File: src/rtl/svreal_avg_pkg.sv
// Shared helpers for the fixed-point averaging and format-alignment stages:
// exponent alignment, accumulator sizing and signed saturation limits.
package svreal_avg_pkg;

    // Widest intermediate the saturation helpers can describe.
    localparam int MAX_W = 256;

    function automatic int align_shift(input int in_exp, input int log2_n, input int out_exp);
        return (in_exp - log2_n) - out_exp;
    endfunction

    function automatic int acc_width(input int in_width, input int log2_n);
        return in_width + log2_n;
    endfunction

    function automatic int abs_int(input int v);
        return (v < 0) ? -v : v;
    endfunction

    function automatic logic signed [MAX_W-1:0] sat_hi(input int width);
        logic signed [MAX_W-1:0] one;
        one = 1;
        return (one <<< (width - 1)) - one;
    endfunction

    function automatic logic signed [MAX_W-1:0] sat_lo(input int width);
        logic signed [MAX_W-1:0] one;
        one = 1;
        return -(one <<< (width - 1));
    endfunction

endpackage

File: src/rtl/svreal_align_sat.sv
// Combinational exponent alignment (shift by SHIFT, floor on right shifts)
// followed by saturation to a signed OUT_W-bit code.
module svreal_align_sat
    import svreal_avg_pkg::*;
#(
    parameter int IN_W  = 18,
    parameter int SHIFT = 0,
    parameter int OUT_W = 18
) (
    input  logic signed [IN_W-1:0]  in_code,
    output logic signed [OUT_W-1:0] out_code,
    output logic                    clamped
);

    localparam int UP    = (SHIFT > 0) ? SHIFT : 0;
    localparam int EXT_W = (((IN_W + UP) > OUT_W) ? (IN_W + UP) : OUT_W) + 1;
    localparam logic signed [EXT_W-1:0] HI = EXT_W'(sat_hi(OUT_W));
    localparam logic signed [EXT_W-1:0] LO = EXT_W'(sat_lo(OUT_W));

    if (EXT_W > MAX_W) begin : g_width_check
        $error("svreal_align_sat: intermediate width exceeds MAX_W");
    end

    logic signed [EXT_W-1:0] in_ext;
    logic signed [EXT_W-1:0] aligned;

    // Headroom of UP+1 bits means a left shift never loses bits before the clamp.
    assign in_ext = {{(EXT_W - IN_W){in_code[IN_W-1]}}, in_code};

    if (SHIFT >= 0) begin : g_left
        assign aligned = in_ext <<< SHIFT;
    end else begin : g_right
        assign aligned = in_ext >>> (-SHIFT);
    end

    always_comb begin
        out_code = aligned[OUT_W-1:0];
        clamped  = 1'b0;
        if (aligned > HI) begin
            out_code = HI[OUT_W-1:0];
            clamped  = 1'b1;
        end else if (aligned < LO) begin
            out_code = LO[OUT_W-1:0];
            clamped  = 1'b1;
        end
    end

endmodule

File: src/rtl/svreal_block_avg.sv
// Streaming block averager: sums 2^LOG2_N accepted samples and emits the sum
// reinterpreted at exponent IN_EXP-LOG2_N, aligned and saturated to OUT_EXP.
module svreal_block_avg
    import svreal_avg_pkg::*;
#(
    parameter int IN_WIDTH  = 16,
    parameter int IN_EXP    = -8,
    parameter int OUT_WIDTH = 18,
    parameter int OUT_EXP   = -10,
    parameter int LOG2_N    = 2
) (
    input  logic                        clk,
    input  logic                        rst,
    input  logic                        clear,
    input  logic signed [IN_WIDTH-1:0]  in_value,
    input  logic                        in_valid,
    output logic                        in_ready,
    output logic signed [OUT_WIDTH-1:0] out_value,
    output logic                        out_valid,
    input  logic                        out_ready,
    output logic                        sat
);

    localparam int ACC_WIDTH = acc_width(IN_WIDTH, LOG2_N);
    localparam int SHIFT     = align_shift(IN_EXP, LOG2_N, OUT_EXP);

    if (LOG2_N < 1 || LOG2_N > 8) begin : g_log2n_check
        $error("svreal_block_avg: LOG2_N must be in 1..8");
    end
    if (abs_int(SHIFT) > IN_WIDTH + LOG2_N + OUT_WIDTH) begin : g_shift_check
        $error("svreal_block_avg: alignment shift out of range");
    end

    logic signed [ACC_WIDTH-1:0] acc_reg, acc_next;
    logic [LOG2_N-1:0]           count_reg, count_next;
    logic signed [OUT_WIDTH-1:0] out_value_reg, out_value_next;
    logic                        out_valid_reg, out_valid_next;
    logic                        sat_reg, sat_next;

    logic signed [ACC_WIDTH-1:0] sum;
    logic signed [OUT_WIDTH-1:0] result;
    logic                        result_clamped;
    logic                        last_sample;
    logic                        accept;
    logic                        load;

    assign sum         = acc_reg + {{LOG2_N{in_value[IN_WIDTH-1]}}, in_value};
    assign last_sample = &count_reg;
    // Only the block-completing sample has to wait for the result slot.
    assign in_ready    = !(last_sample && out_valid_reg && !out_ready);
    assign accept      = in_valid && in_ready;
    assign load        = accept && last_sample && !clear;

    svreal_align_sat #(
        .IN_W  (ACC_WIDTH),
        .SHIFT (SHIFT),
        .OUT_W (OUT_WIDTH)
    ) u_align_sat (
        .in_code  (sum),
        .out_code (result),
        .clamped  (result_clamped)
    );

    always_comb begin
        acc_next       = acc_reg;
        count_next     = count_reg;
        out_value_next = out_value_reg;
        out_valid_next = out_valid_reg;
        sat_next       = sat_reg;

        if (clear) begin
            acc_next   = '0;
            count_next = '0;
        end else if (accept) begin
            if (last_sample) begin
                acc_next   = '0;
                count_next = '0;
            end else begin
                acc_next   = sum;
                count_next = count_reg + LOG2_N'(1);
            end
        end

        // A fresh result overrides a same-cycle consumption.
        if (load) begin
            out_value_next = result;
            out_valid_next = 1'b1;
            sat_next       = sat_reg | result_clamped;
        end else if (out_valid_reg && out_ready) begin
            out_valid_next = 1'b0;
        end
    end

    always_ff @(posedge clk or posedge rst) begin
        if (rst) begin
            acc_reg       <= '0;
            count_reg     <= '0;
            out_value_reg <= '0;
            out_valid_reg <= 1'b0;
            sat_reg       <= 1'b0;
        end else begin
            acc_reg       <= acc_next;
            count_reg     <= count_next;
            out_value_reg <= out_value_next;
            out_valid_reg <= out_valid_next;
            sat_reg       <= sat_next;
        end
    end

    assign out_value = out_value_reg;
    assign out_valid = out_valid_reg;
    assign sat       = sat_reg;

endmodule

File: config.mk
export PLATFORM = sky130hd
export DESIGN_NAME = svreal_block_avg
export DESIGN_NICKNAME = d
export VERILOG_FILES = /design/src/rtl/svreal_avg_pkg.sv /design/src/rtl/svreal_align_sat.sv /design/src/rtl/svreal_block_avg.sv
export SDC_FILE = /design/constraint.sdc
export NUM_CORES = 1
export LEC_CHECK = 0
export CORE_MARGIN = 3
export CORE_UTILIZATION = 45
export DETAILED_ROUTE_END_ITERATION = 16
export MAX_ROUTING_LAYER = met4
export PLACE_DENSITY = 0.66
export SYNTH_ARGS = -nofsm -noshare
export SYNTH_HDL_FRONTEND = slang
export SYNTH_HIERARCHICAL = 1
export SYNTH_SLANG_ARGS = --single-unit
File: constraint.sdc
create_clock -name clk -period 3.3 [get_ports clk]
set_input_delay 0.66 -clock clk [delete_from_list [all_inputs] [get_ports clk]]
set_output_delay 0.66 -clock clk [all_outputs]
set_load 0.05 [all_outputs]
==> qor.yml, run 1 <==
dpl.hpwl_um: 4040
port_buffers: 41
finalCriticalPeriod_ns: 2.88
cts_htree_levels: 2
ys_types: 53
synthFlopType: "dfrtp_1"
yosys_warnings: 6
root_buffer: "clkbuf_8"
clock-sinks: 40
setup_violations: 0
synth_fp_nets: 285
clock_skew_ns: 0.00907
worstPathArrival_ns: 3.06
antenna_cells: 0
start_util_pct: 47.6
synth_largest_area_cell: "dfrtp_1"
grt_max_degree: 28
clkTransAtPathRegs_ns: 0.08
tightestPinTransition_ns: 0.544
wl_um: 5230
switching_share_pct: 40.9
cts_inserted_buffers: 5
die_y_um: 80.4
nets: 314
synth-seq-area-share_pct: 40.2
core-area_um2: 5240
path_max_fanout: 8
cts_tree: "built"
routed_via_density: 5.34
post_cts_resized: 0
period_share_pct: 87.3
synthTopCellsByArea: "dfrtp_1, ha_1, mux2_2, a22o_1, clkbuf_1"
synth_edf_count: 0
grt_pass1_wl_um: 8590
num_rows: 26
synthCells: 245
grt_usage_pct: 17.8
required_ns: 3.48
cp-start-kind: "input pin"
synthToLayoutAreaGrowth_pct: 21.6
antenna_found_initial: 0
irDropWorstVdd_uv: 424
drv_cap: 0
cts_hold_buf: 0
grt_overflow: 0
clock_path_buffers: 2
maxSlewViolCount: 0
hold_slack_ns: 0.489
dr.pass1.iters: 4
p_int_w: 0.00105
drive_gt1_share_pct: 17.5
multiInputGateArea_um2: 1350
insertion_delay_ns: 0.30
rsz0062_at_grt: "no"
fill_cells: 476
drtIter0Drc: 52
ant_nets: 0
status: "complete, no violations"
synth_area_um2: 2490
pin_count: 42
die_w_um: 80.4
synth.most_common_cell: "dfrtp_1"
finalHoldViolCount: 0
hold_class: "reg2reg"
regArea_um2: 1000
num_vias: 1842
grt_pass1_vias: 1821
p_per_area_nw_per_um2: 585
max_freq_mhz: 347
ys_ff_latch: 40
ys_top_cells_by_count: "dfrtp_1, clkbuf_1, mux2_2"
drc_errors: 0
setup-tns-final_ns: 0
maxSlewHeadroom_pct: 63.7
combPwrFrac_pct: 45.4
power.leakage_nw: 1.41
p_sw_w: 0.000725
cts_setup_buffers: 0
wl_per_cell_um: 15.2
synth_top_area_share_pct: 40.2
syn_area_per_cell_um2: 10.2
cp-end-kind: "flop"
die_area_um2: 6470
p_clk_share_pct: 19.5
gp_congestion: 0.911
power_frac_seq_pct: 35.1
synthArstFlopShare_pct: 100
worst-setup-path-type: "in2reg"
## cell usage in the layout (no fill, tap or decap), drive strengths merged, types with 4 or more instances in the layout
cell type      netlist  layout
ha                  18      18
clkdlybuf4s50        0      41
a22o                15      15
nor2                11      11
xnor2                8       8
clkbuf              22       5
o21ai                9       9
nor3                 4       4
a31oi                4       4
xor2                 8       8
mux2                19      19
a21oi               17      17
inv                 10      10
dfrtp               40      40
nand3                6       6
buf                  4       7
nand2               15      15
## worst max-delay path, cell delays in order
cell and delay [ns]:
clkdlybuf4s50_1 0.41, ha_1 0.42, a21oi_2 0.27, o221ai_1 0.26
a221oi_2 0.34, o31ai_2 0.15, xnor2_1 0.16, xnor2_1 0.14
mux2_2 0.26
## per-stage QoR
| step | setup slack, ns | util, % | std cells | area, um^2 | total power (W) |
|---|---|---|---|---|---|
| 2_1_floorplan | 0.622 | - | 245 | 2490 | 0.00124 |
| 3_3_place_gp | 0.116 | 56.1 | 337 | 2940 | 0.00143 |
| 3_5_place_dp | 0.103 | 56.1 | 337 | 2940 | 0.00143 |
| 4_1_cts | 0.423 | 57.9 | 345 | 3030 | 0.00178 |
| 5_1_grt | 0.252 | 57.9 | 345 | 3030 | 0.00188 |
| 6_report | 0.420 | 57.9 | 345 | 3030 | 0.00177 |
## power groups by stage
stage	combinational (W)	sequential, W	clock [W]
6_report	0.000805	0.000623	0.000345
5_1_grt	0.000867	0.000635	0.000375
4_1_cts	0.000806	0.000624	0.000352
3_5_place_dp	0.000801	0.000633	0
3_3_place_gp	0.000796	0.000632	0
2_1_floorplan	0.000452	0.000790	0
## worst paths after layout
check | slack (ns) | end | startpoint | depth (start not counted)
max | 0.42 | out_value[17]$_DFFE_PP0P_ | in_value[12] | 9
min | 0.49 | sat$_DFFE_PP0P_ | sat$_DFFE_PP0P_ | 1
max reg2reg | 0.80 | out_value[8]$_DFFE_PP0P_ | acc_reg[0]$_DFFE_PP0P_ | 8
min reg2reg | 0.49 | sat$_DFFE_PP0P_ | sat$_DFFE_PP0P_ | 1
max in group asynchronous | 1.86 | acc_reg[13]$_DFFE_PP0P_ | rst | 3
min in group asynchronous | 0.70 | acc_reg[15]$_DFFE_PP0P_ | rst | 2
## layer usage
| metal | GRT usage, % | part of all wire, % | vias to the layer above |
|---|---|---|---|
| met1 | 26.7 | 53 | 861 |
| met2 | 24.2 | 40 | 41 |
| met4 | 5.57 | 1.5 | 0 |
| met3 | 3.14 | 4.9 | 9 |
| met5 | - | 0 | - |
| li1 | - | - | 931 |
## final cells by class
class	instances	area share [%]
repair buffers	48	15.3
clock inverters	3	0.784
multi-input cells	169	44.5
clock buffers	5	2.27
flip-flops and latches	40	33.0
inverters	10	1.24
well taps	70	2.89
## cells by family after synthesis
group | count (synthesis) | share of synthesized area (%)
DFF | 40 | 40.2
xor gates and xnor gates | 16 | 5.62
muxes | 19 | 8.58
AOI/OAI and AO/OA | 66 | 20.3
adders and majority gates | 19 | 9.84
and+or+nand+nor | 48 | 9.69
other | 1 | 0.150
buffers and inverters | 36 | 5.67
(Power assumes the default switching activity.)
==> inputs of run 2 (changes only) <==
SLEW_MARGIN = 20   (was unset)
==> results of run 2 <==
No change in the layout: final DEF, timing and power equal those of run 1.
==> inputs of run 3 (changes only) <==
PLACE_DENSITY = 0.69   (was 0.66)
==> qor.yml, run 3 (synthesis gave the netlist of run 1 again) <==
status: "complete, no violations"
cp-start-kind: "input pin"
synthToLayoutAreaGrowth_pct: 21.3
switching_share_pct: 40.6
gp_congestion: 0.924
hold_class: "reg2reg"
post_cts_resized: 0
irDropWorstVdd_uv: 298
maxSlewViolCount: 0
tightestPinTransition_ns: 0.685
antenna_cells: 0
grt_usage_pct: 18.7
grt_pass1_vias: 1854
setup-tns-final_ns: 0
dr.pass1.iters: 4
clock_path_buffers: 2
cp-end-kind: "flop"
p_sw_w: 0.000717
num_rows: 26
setup_violations: 0
final_common_cell: "clkdlybuf4s50_1"
rsz0062_at_grt: "no"
fill_cells: 476
port_buffers: 41
drive_gt1_share_pct: 17.2
power.leakage_nw: 1.40
period_share_pct: 87.3
cts_tree: "built"
clock_skew_ns: 0.00527
required_ns: 3.49
grt_max_degree: 19
nets: 313
combPwrFrac_pct: 45.5
die_area_um2: 6470
clkTransAtPathRegs_ns: 0.08
cts_setup_buffers: 0
finalCriticalPeriod_ns: 2.88
finalHoldViolCount: 0
ant_nets: 0
die_w_um: 80.4
routed_via_density: 5.52
dpl.hpwl_um: 4010
pin_count: 42
drv_cap: 0
wl_per_cell_um: 15.6
multiInputGateArea_um2: 1350
path_max_fanout: 3
cts_inserted_buffers: 5
regArea_um2: 1000
mostFrequentLayoutCells: "clkdlybuf4s50_1, dfrtp_1, mux2_2"
grt_pass1_wl_um: 8960
worstPathArrival_ns: 3.07
root_buffer: "clkbuf_8"
max_freq_mhz: 347
setup_ws_ns: 0.419
maxSlewHeadroom_pct: 54.3
wl_um: 5350
pre_cts_ws_ns: 0.134
drtIter0Drc: 177
p_clk_share_pct: 19.0
p_int_w: 0.00105
drc_errors: 0
insertion_delay_ns: 0.30
worst-setup-path-type: "in2reg"
die_y_um: 80.4
grt_overflow: 0
cts_hold_buf: 0
clock-sinks: 40
core-area_um2: 5240
num_vias: 1899
p_per_area_nw_per_um2: 583
antenna_found_initial: 0
power_frac_seq_pct: 35.4
cts_htree_levels: 2
start_util_pct: 47.6
-- run 3: area by class of cell --
type | count | area share [%]
multi-input cells | 169 | 44.6
flip-flops and latches | 40 | 33.1
repair buffers | 47 | 15.1
well taps | 70 | 2.90
clock buffers | 5 | 2.28
inverters | 10 | 1.24
clock inverters | 3 | 0.786
-- run 3: worst max-delay path, cell delays in order --
cell and delay, ns:
clkdlybuf4s50_1 0.40, ha_1 0.22, fa_1 0.41, a21oi_1 0.27, o21ai_1 0.13, a2111oi_0 0.42, nor3_1 0.12, xor2_1 0.16
mux2_2 0.27
-- run 3: metal layers --
layer,GRT usage (%),part of all wire [%],routed length (um),vias up
met2,25.7,43,2300,69
met5,-,0,0,-
met1,27.4,49,2610,892
li1,-,-,-,928
met4,7.09,1.9,99,0
met3,3.14,6.4,345,10
-- run 3: metrics by stage --
stage                     hold slack [ns]  utilization [%]  instance area (um^2)  total power, W  cells
after floorplan                     0.462                -                  2490         0.00124    245
after global placement              0.465             56.0                  2930         0.00143    336
after detailed placement            0.462             56.0                  2930         0.00143    336
after CTS                           0.491             57.7                  3020         0.00177    344
after global routing                0.503             57.7                  3020         0.00187    344
final                               0.487             57.7                  3020         0.00176    344
-- run 3: power groups by stage --
stage / Clock (W) / Sequential [W] / Combinational [W]
6_report: 0.000336 / 0.000625 / 0.000803
5_1_grt: 0.000368 / 0.000638 / 0.000867
4_1_cts: 0.000343 / 0.000626 / 0.000803
3_5_place_dp: 0 / 0.000634 / 0.000798
3_3_place_gp: 0 / 0.000633 / 0.000792
2_1_floorplan: 0 / 0.000790 / 0.000452
-- run 3: worst paths after layout --
kind / slack (ns) / cells after the start / startpoint / endpoint
setup / recovery: 0.42 / 9 / in_value[0] / out_value[8]$_DFFE_PP0P_
hold / removal: 0.49 / 1 / sat$_DFFE_PP0P_ / sat$_DFFE_PP0P_
setup reg to reg: 0.80 / 8 / acc_reg[0]$_DFFE_PP0P_ / out_value[8]$_DFFE_PP0P_
hold reg to reg: 0.49 / 1 / sat$_DFFE_PP0P_ / sat$_DFFE_PP0P_
max in group asynchronous: 2.15 / 3 / rst / acc_reg[10]$_DFFE_PP0P_
min in group asynchronous: 0.61 / 2 / rst / out_value[2]$_DFFE_PP0P_
